<file path="src/rtl/md5_sched_pkg.sv">
// +--------------------------------------------------------------------------+
// | md5_sched_pkg                                                            |
// | State encodings, result status codes and defaults for md5_job_scheduler.|
// | Rev 1.0                                                                  |
// +--------------------------------------------------------------------------+
`default_nettype none

package md5_sched_pkg;

  typedef enum logic [2:0] {
    S_IDLE   = 3'd0,
    S_LOAD   = 3'd1,
    S_WARM   = 3'd2,
    S_RUN    = 3'd3,
    S_DRAIN  = 3'd4,
    S_REPORT = 3'd5
  } sched_state_t;

  localparam logic [1:0] RES_NOT_FOUND = 2'b00;
  localparam logic [1:0] RES_FOUND     = 2'b01;
  localparam logic [1:0] RES_BAD_RANGE = 2'b10;
  localparam logic [1:0] RES_ABORTED   = 2'b11;

  localparam int DEF_PIPE_LAT = 64;

endpackage

`default_nettype wire

</file>
<file path="src/rtl/md5_sched_counter.sv">
// +--------------------------------------------------------------------------+
// | md5_sched_counter                                                        |
// | Issue/check base counters with end detect, flush load and warm-up count.|
// | Rev 1.0                                                                  |
// +--------------------------------------------------------------------------+
`default_nettype none

module md5_sched_counter #(
  parameter int CNT_W    = 29,
  parameter int PIPE_LAT = 64
) (
  input  logic             clk,
  input  logic             rst_n,
  input  logic             i_load,
  input  logic [CNT_W-1:0] i_start,
  input  logic [CNT_W-1:0] i_end,
  input  logic             i_issue_en,
  input  logic             i_warm_en,
  input  logic             i_check_en,
  output logic [CNT_W-1:0] o_issue,
  output logic [CNT_W-1:0] o_check,
  output logic             o_issue_at_end,
  output logic             o_check_at_end,
  output logic             o_warm_done
);

  localparam int                    c_WARM_W    = $clog2(PIPE_LAT + 1);
  localparam logic [c_WARM_W-1:0]   c_WARM_LAST = c_WARM_W'(PIPE_LAT - 1);

  logic [CNT_W-1:0]    r_issue;
  logic [CNT_W-1:0]    r_check;
  logic [c_WARM_W-1:0] r_warm;

  assign o_issue        = r_issue;
  assign o_check        = r_check;
  assign o_issue_at_end = (r_issue == i_end);
  assign o_check_at_end = (r_check == i_end);
  assign o_warm_done    = (r_warm == c_WARM_LAST);

  // Both counters stop at the job end, so a full-scale end value never wraps.
  always_ff @(posedge clk or negedge rst_n) begin
    if (!rst_n) begin
      r_issue <= '0;
      r_check <= '0;
      r_warm  <= '0;
    end else if (i_load) begin
      r_issue <= i_start;
      r_check <= i_start;
      r_warm  <= '0;
    end else begin
      if (i_issue_en && !o_issue_at_end) r_issue <= r_issue + CNT_W'(1);
      if (i_check_en && !o_check_at_end) r_check <= r_check + CNT_W'(1);
      if (i_warm_en)                     r_warm  <= r_warm + c_WARM_W'(1);
    end
  end

endmodule

`default_nettype wire

</file>
<file path="src/rtl/md5_job_scheduler.sv">
// +--------------------------------------------------------------------------+
// | md5_job_scheduler                                                        |
// | Job sequencer for MD5 lanes; optional res_cycles via MD5_SCHED_CYCLES_EN.|
// | Rev 1.0                                                                  |
// +--------------------------------------------------------------------------+
`default_nettype none

module md5_job_scheduler
  import md5_sched_pkg::*;
#(
  parameter int CNT_W    = 29,
  parameter int LANE_W   = 1,
  parameter int PIPE_LAT = DEF_PIPE_LAT
) (
  input  logic                    CLK,
  input  logic                    CPU_RESETN,
  input  logic                    job_valid,
  output logic                    job_ready,
  input  logic [127:0]            job_target,
  input  logic [CNT_W-1:0]        job_start,
  input  logic [CNT_W-1:0]        job_end,
  input  logic                    abort,
  output logic                    eng_flush,
  output logic [CNT_W-1:0]        eng_base,
  output logic [127:0]            eng_target,
  input  logic                    eng_found,
  input  logic [LANE_W-1:0]       eng_found_lane,
  output logic                    res_valid,
  input  logic                    res_ready,
  output logic [1:0]              res_status,
  output logic [CNT_W+LANE_W-1:0] res_candidate,
  output logic                    busy
`ifdef MD5_SCHED_CYCLES_EN
  ,
  output logic [31:0]             res_cycles
`endif
);

  sched_state_t              r_state;
  logic [CNT_W-1:0]          r_start;
  logic [CNT_W-1:0]          r_end;
  logic [127:0]              r_target;
  logic                      r_flush;
  logic                      r_res_valid;
  logic [1:0]                r_status;
  logic [CNT_W+LANE_W-1:0]   r_cand;

  logic                      w_accept;
  logic                      w_active;
  logic [CNT_W-1:0]          w_issue;
  logic [CNT_W-1:0]          w_check;
  logic                      w_issue_at_end;
  logic                      w_check_at_end;
  logic                      w_warm_done;

  assign w_accept = job_valid && (r_state == S_IDLE);
  assign w_active = (r_state == S_LOAD) || (r_state == S_WARM) ||
                    (r_state == S_RUN)  || (r_state == S_DRAIN);

  md5_sched_counter #(
    .CNT_W    (CNT_W),
    .PIPE_LAT (PIPE_LAT)
  ) u_counter (
    .clk            (CLK),
    .rst_n          (CPU_RESETN),
    .i_load         (r_state == S_LOAD),
    .i_start        (r_start),
    .i_end          (r_end),
    .i_issue_en     ((r_state == S_WARM) || (r_state == S_RUN)),
    .i_warm_en      (r_state == S_WARM),
    .i_check_en     ((r_state == S_RUN) || (r_state == S_DRAIN)),
    .o_issue        (w_issue),
    .o_check        (w_check),
    .o_issue_at_end (w_issue_at_end),
    .o_check_at_end (w_check_at_end),
    .o_warm_done    (w_warm_done)
  );

  always_ff @(posedge CLK or negedge CPU_RESETN) begin
    if (!CPU_RESETN) begin
      r_state     <= S_IDLE;
      r_start     <= '0;
      r_end       <= '0;
      r_target    <= '0;
      r_flush     <= 1'b0;
      r_res_valid <= 1'b0;
      r_status    <= RES_NOT_FOUND;
      r_cand      <= '0;
    end else begin
      r_flush <= 1'b0;
      case (r_state)
        S_IDLE: begin
          if (job_valid) begin
            r_target <= job_target;
            r_start  <= job_start;
            r_end    <= job_end;
            if (job_start > job_end) begin
              r_status    <= RES_BAD_RANGE;
              r_cand      <= '0;
              r_res_valid <= 1'b1;
              r_state     <= S_REPORT;
            end else begin
              r_flush <= 1'b1;
              r_state <= S_LOAD;
            end
          end
        end
        S_LOAD, S_WARM: begin
          if (abort) begin
            r_status    <= RES_ABORTED;
            r_cand      <= '0;
            r_res_valid <= 1'b1;
            r_state     <= S_REPORT;
          end else if (r_state == S_LOAD) begin
            r_state <= S_WARM;
          end else if (w_warm_done) begin
            r_state <= w_issue_at_end ? S_DRAIN : S_RUN;
          end
        end
        S_RUN, S_DRAIN: begin
          // Lane hits line up with the check counter; abort outranks a same-cycle hit.
          if (abort) begin
            r_status    <= RES_ABORTED;
            r_cand      <= '0;
            r_res_valid <= 1'b1;
            r_state     <= S_REPORT;
          end else if (eng_found) begin
            r_status    <= RES_FOUND;
            r_cand      <= {w_check, eng_found_lane};
            r_res_valid <= 1'b1;
            r_state     <= S_REPORT;
          end else if (w_check_at_end) begin
            r_status    <= RES_NOT_FOUND;
            r_cand      <= '0;
            r_res_valid <= 1'b1;
            r_state     <= S_REPORT;
          end else if ((r_state == S_RUN) && w_issue_at_end) begin
            r_state <= S_DRAIN;
          end
        end
        S_REPORT: begin
          if (res_ready) begin
            r_res_valid <= 1'b0;
            r_state     <= S_IDLE;
          end
        end
        default: r_state <= S_IDLE;
      endcase
    end
  end

`ifdef MD5_SCHED_CYCLES_EN
  logic [31:0] r_cycles;

  always_ff @(posedge CLK or negedge CPU_RESETN) begin
    if (!CPU_RESETN) begin
      r_cycles <= '0;
    end else if (w_accept) begin
      r_cycles <= '0;
    end else if (w_active && (r_cycles != 32'hFFFF_FFFF)) begin
      r_cycles <= r_cycles + 32'd1;
    end
  end

  assign res_cycles = r_cycles;
`endif

  assign job_ready     = (r_state == S_IDLE);
  assign busy          = (r_state != S_IDLE);
  assign eng_flush     = r_flush;
  assign eng_base      = w_issue;
  assign eng_target    = r_target;
  assign res_valid     = r_res_valid;
  assign res_status    = r_status;
  assign res_candidate = r_cand;

endmodule

`default_nettype wire

</file>
<file path="config.mk">
export PLATFORM = sky130hd
export DESIGN_NAME = md5_job_scheduler
export DESIGN_NICKNAME = d
export VERILOG_FILES = /design/src/rtl/md5_sched_pkg.sv /design/src/rtl/md5_sched_counter.sv /design/src/rtl/md5_job_scheduler.sv
export SDC_FILE = /design/constraint.sdc
export NUM_CORES = 1
export LEC_CHECK = 0
export CAP_MARGIN = 20
export CORE_ASPECT_RATIO = 1.4
export CORE_MARGIN = 2
export CORE_UTILIZATION = 48
export DETAILED_ROUTE_END_ITERATION = 10
export PLACE_DENSITY = 0.91
export SETUP_SLACK_MARGIN = 0.5
export SLEW_MARGIN = 10
export SYNTH_ARGS = -nofsm -noshare
export SYNTH_HDL_FRONTEND = slang
export SYNTH_SLANG_ARGS = --single-unit
</file>
<file path="constraint.sdc">
create_clock -name CLK -period 3.2 [get_ports CLK]
set_clock_uncertainty 0.2 [all_clocks]
set_input_delay 0.64 -clock CLK [delete_from_list [all_inputs] [get_ports CLK]]
set_output_delay 0.64 -clock CLK [all_outputs]
set_load 0.01 [all_outputs]
</file>
== Word level (Yosys, flattened, before mapping) ==
Cells that the tools add are included.
Word-level totals
  register bits: 288
  output and inout bits: 193
  logic and storage cells: 93
Operators by class
  add/subtract/negate cells: 3
  $lt $le $gt $ge: 1
  equality and inequality tests: 15
  mux-type cells: 43
  reductions and logical operators: 20
Operators with widths (count)
  30-bit two-way mux: 6
  29-bit two-way mux: 4
  30-bit case mux with 3 select lines: 1
  29-bit by 1-bit adder with 29-bit output, second input constant: 2
  29-bit equality test: 2
  3-bit two-way mux: 11
  29-bit greater-than comparator: 1
  7-bit two-way mux: 2
  2-bit two-way mux: 6
  3-bit case mux with 4 select lines: 1
  1-bit two-way mux: 10
  7-bit by 1-bit adder with 7-bit output, second input constant: 1
  7-bit by 6-bit equality test with 1-bit output, second input constant: 1
  3-bit by 2-bit equality test with 1-bit output, second input constant: 2
  3-bit equality test, second input constant: 2
  2-bit != test, second input constant: 3
  2-bit case mux with 3 select lines: 1
  6-bit AND reduction: 1
  2-bit nonzero test: 3
  3-bit nonzero test: 2
  5-bit by 4-bit != test with 1-bit output, second input constant: 1
  5-bit AND reduction: 1
  4-bit by 2-bit != test with 1-bit output, second input constant: 1
  4-bit by 3-bit != test with 1-bit output, second input constant: 1
  11 further kinds: 16

== Logic depth before layout (Yosys ltp) ==
  depth after elaboration: 7
  mapped depth: 10

== Cells and area by module ==
Synthesis repeated with hierarchy kept, for this count alone.
Unflattened totals
  cells, all modules: 1184
  area total of the unflattened synthesis: 14042.2 um^2
Modules (own cells, without submodules)
  md5_job_scheduler: instances 1, cells an instance 652, area each 9364.0 um^2, sequential area each 5580.4 um^2
  md5_sched_counter: instances 1, cells an instance 532, area each 4678.2 um^2, sequential area each 1626.6 um^2

== Worst setup path before layout ==
Ideal clock, no wire load.
  path kind: input-to-reg
  start point: input job_end[23]
  end point: register r_cand[20], in the netlist res_candidate[20]
  setup time: 0.121 ns
  data arrival time: 2.458 ns
  path slack: 0.421 ns
  stages on the path: 10
  buffers on the path: 1
  path through: inv_1 ha_1 nand4_1 nor4_1 nand2_1 a31oi_1 o22ai_1 a211o_4 buf_6 a22o_1
On the way
  longest elaborated chain between the ends: 3
RTL lines
  start, declared: line md5_job_scheduler.sv:21  | input logic [CNT_W-1:0] job_end,
  29-bit greater-than comparator: line md5_job_scheduler.sv:97  | if (job_start > job_end) begin
  2-bit by 1-bit != test with 1-bit output (no source line)
  5-bit AND reduction (no source line)
  end signal, assigned: line md5_job_scheduler.sv:129  | r_cand <= {w_check, eng_found_lane};
  end, declared: line md5_job_scheduler.sv:46  | logic [CNT_W+LANE_W-1:0] r_cand;
No other way between the ends.
A chain may end at the register's enable or synchronous reset.

== Worst setup path after layout ==
  start point: input job_end[18]
  end point: register r_status[0], in the netlist res_status[0]
On the way
  longest elaborated chain between the ends: 3
RTL lines
  29-bit greater-than comparator: line md5_job_scheduler.sv:97
  2-bit by 1-bit != test with 1-bit output (no source line)
  5-bit AND reduction (no source line)
  end signal, assigned: line md5_job_scheduler.sv:98  | r_status <= RES_BAD_RANGE;
  end signal, assigned: line md5_job_scheduler.sv:110  | r_status <= RES_ABORTED;
  end signal, assigned: line md5_job_scheduler.sv:123  | r_status <= RES_ABORTED;
  end, declared: line md5_job_scheduler.sv:45  | logic [1:0] r_status;
No other way between the ends.

==> load_flow_metrics.sql <==
INSERT INTO impl_metrics (metric_group, metric, value, unit) VALUES
('logic_synthesis', 'post_syn_area_per_cell', '11.60', 'µm²'),
('drt', 'drt_pre_antenna_iters', '6', ''),
('finish', 'drive_above_1_share', '27.74', '%'),
('clock_tree', 'clkLatencyLatePin', '0.56', 'ns'),
('worst_hold_path', 'hold_path.class', 'primary input to register', ''),
('floorplan', 'design.portCount', '386', ''),
('drt', 'avgViaCountPerCell', '5.703', ''),
('placement', 'gp_congestion', '0.9925', ''),
('worst_setup_path', 'rr_worst_depth', '9', ''),
('worst_hold_path', 'min_delay_path_depth', '2', ''),
('floorplan', 'fp.dieW', '145.7', 'µm'),
('timing', 'timing_hold_violations_final', '0', ''),
('timing', 'slew_violations', '0', ''),
('timing', 'setup_repair_after_global_routing_missed_its_margin', 'true', ''),
('floorplan', 'core_area', '27660', 'µm²'),
('pwr', 'switching_power', '7.539', 'mW'),
('clock_tree', 'path_clk_slew', '0.07', 'ns'),
('worst_hold_path', 'worst_hold_startpoint', 'job_end[26]', ''),
('worst_setup_path', 'crit-reg2reg-capture', 'u_counter.o_issue[0]', ''),
('run', 'maxCapViolations', '0', ''),
('drt', 'num_vias', '11510', ''),
('worst_setup_path', 'critPathCaptureType', 'register', ''),
('timing', 'worst-slew-pin-transition', '1.006', 'ns'),
('worst_setup_path', 'cpPeakStageDelay', '0.52', 'ns'),
('timing', 'relSlewSlack', '32.95', '%'),
('worst_setup_path', 'worst_ep_required_time', '3.44', 'ns'),
('logic_synthesis', 'synth-seq-area-share', '53.44', '%'),
('logic_synthesis', 'mappedNetlistNets', '1388', ''),
('drt', 'top_signal_layer_used', 'met5', ''),
('logic_synthesis', 'netlist_area_before_placement', '13490', 'µm²'),
('logic_synthesis', 'postSynthCellCount', '1163', ''),
('logic_synthesis', 'synth.lib_cells_used.distinct', '52', ''),
('drt', 'postRouteWirelength', '44650', 'µm'),
('drt', 'met3WireLength', '3361', 'µm'),
('global_routing', 'grt_start_max_net_pins', '80', ''),
('timing', 'finalHoldWorstSlack', '0.1251', 'ns'),
('pwr', 'vdd_drop_max', '0.0006598', 'V'),
('global_routing', 'grt_pass1_vias', '12040', ''),
('pwr', 'power.combinational.fraction', '47.7', '%'),
('placement', 'place_inst', '1917', ''),
('status', 'outcome', 'finished, final reports clean', ''),
('drt', 'wirelength_met1', '16400', 'µm'),
('worst_hold_path', 'min_to', 'r_end[26]', ''),
('global_routing', 'grt.total_usage', '29.48', '%'),
('pwr', 'power_per_cell_area', '1019', 'nW/µm²'),
('logic_synthesis', 'top_flip_flop_cell_by_instance_count_after_synthesis', 'dfrtp_1', ''),
('logic_synthesis', 'synth-async-reset-ratio', '100.0', '%'),
('timing', 'final.setup.tns', '0', 'ns'),
('placement', 'dpl.hpwl', '32320', 'µm'),
('drt', 'wire_per_inst', '22.13', 'µm'),
('pwr', 'pwr-share-seq', '35.2', '%'),
('clock_tree', 'ctsRootBufferMaster', 'clkbuf_16', ''),
('logic_synthesis', 'synth_edf_count', '0', ''),
('clock_tree', 'cts_htree_levels', '1', ''),
('drt', 'initialDrtViolationCount', '919', ''),
('worst_setup_path', 'worstPathCellList', 'dlygate4sd2_1, inv_2, ha_4, a21oi_1, o21ai_0, a221oi_1, o21ai_2, o22ai_2, a211o_4, buf_6, mux2_2', ''),
('pwr', 'switching_power_share_of_the_total', '37.12', '%'),
('worst_setup_path', 'crit_slowest_cell', 'a221oi_1', ''),
('worst_setup_path', 'rrSetupSlack', '0.43', 'ns'),
('finish', 'fillCellCount', '1833', ''),
('clock_tree', 'cts_num_sinks', '288', ''),
('clock_tree', 'cts_max_path_buffers', '3', ''),
('floorplan', 'floorplan.initialDensity', '48.76', '%'),
('drt', 'drc', '0', ''),
('floorplan', 'fp.dieH', '202.3', 'µm'),
('pwr', 'cell_internal_pwr', '12.77', 'mW'),
('finish', 'multiInputGateArea', '6221', 'µm²'),
('timing', 'final_min_period_over_clock_period', '88.51', '%'),
('timing', 'post-route-min-period', '2.832', 'ns'),
('floorplan', 'floorplan.rows', '72', ''),
('global_routing', 'grt_antenna_before_repair', '8', '');
power groups by stage:
stage | Combinational [mW] | Sequential [mW] | Clock [mW]
after floorplan | 4.20 | 7.08 | 0
after global placement | 8.43 | 7.04 | 0
after detailed placement | 8.69 | 7.16 | 0
after CTS | 9.28 | 7.11 | 3.49
after global routing | 10.2 | 7.34 | 3.65
final | 9.70 | 7.15 | 3.46
synth_stat cells, types with 24 or more instances:
cell type,count,area share [%]
nor2_1,58,1.6
dfrtp_1,288,53
o21ai_0,41,1.5
ha_1,32,3.0
a22o_1,35,2.3
nand3_1,28,1.0
a21oi_1,78,2.9
mux2_2,191,16
buf_2,37,1.4
xor2_1,61,4.0
clkbuf_1,24,0.67
nand2_1,82,2.3
inv_1,43,1.2
placed cells by master, fill, tap and decap left out, types with 9 or more instances in the layout:
master,n
clkbuf_16,29
a22o_1,35
nand2_1,76
nor2_1,54
xnor2_1,11
nor3_1,11
buf_4,86
buf_6,14
buf_12,12
xor2_1,58
inv_2,12
a21oi_1,77
dfrtp_2,16
ha_4,17
inv_1,29
dfrtp_1,272
nand3_1,27
ha_1,15
clkbuf_1,9
clkdlybuf4s50_1,327
nand4_1,21
mux2_2,191
o21ai_0,38
o22ai_1,10
dlygate4sd2_1,32
stage by stage:
stage          worst slack [ns]  utilization [%]  total power [mW]  area [µm²]
2_1_floorplan            0.4850                -             11.27       13550
5_1_grt                  0.3692            72.05             21.24       19930
3_5_place_dp            -0.5188            65.80             15.85       18200
6_report                 0.3678            72.06             20.31       19930
3_3_place_gp            -0.4660            65.80             15.47       18200
4_1_cts                  0.4745            70.97             19.88       19630
routing by layer:
layer  global-route usage (%)  vias up
met3                    6.185      159
met4                    14.60        8
met2                    49.98      605
met1                    35.72     5644
li1                         -     5093
met5                        0        -
cell families after synthesis:
| group | count (synthesis) | synth area share, % |
|---|---|---|
| buf+inv | 111 | 3.655 |
| compound gates | 220 | 10.57 |
| simple gates | 247 | 8.600 |
| xor+xnor | 72 | 4.676 |
| flops | 288 | 53.44 |
| fa+ha+maj | 32 | 2.969 |
| mux | 193 | 16.10 |
repair_timing:
action,CTS,global route
setup buffers,15,25
hold buffers,1,0
resized for setup,174,42
endpoints found under the hold margin,63,0
cloned,3,1
setup endpoints to repair,57,56
pin swaps,54,30
worst max path at each step:
| stage | from | end | slack, ns | cells after the start |
|---|---|---|---|---|
| floorplan | job_end[23] | res_candidate[20] | 0.48 | 10 |
| global route | job_start[9] | res_candidate[23] | 0.37 | 11 |
| global placement | job_end[27] | res_candidate[28] | -0.47 | 11 |
| detailed placement | job_end[23] | res_candidate[27] | -0.52 | 11 |
| CTS | job_start[28] | res_candidate[7] | 0.47 | 10 |
| finish | job_end[18] | res_status[0] | 0.37 | 11 |
sequential cells by signal, indices dropped and copies added (netlist names):
signal	cells
res_candidate	30
r_state	3
eng_flush	1
res_valid	1
u_counter.o_check	29
u_counter.r_warm	7
eng_target	128
r_start	29
r_end	29
u_counter.o_issue	29
res_status	2
final cells by class:
cell class	count	area share [%]
Antenna cell	4	0.05022
Clock buffer	44	4.225
Clock inverter	8	0.5901
Inverter	45	0.9354
Multi-Input combinational cell	764	31.21
Sequential cell	288	36.26
Tap cell	370	2.323
Timing Repair Buffer	495	24.40
critical path, delay by kind of cell:
family                   cells  cell delay, ns
adder cells (fa/ha/maj)      1            0.24
multiplexers                 1            0.32
buffers and inverters        3            0.42
AO/OA/AOI/OAI                6            1.45
(Power assumes the default switching activity.)
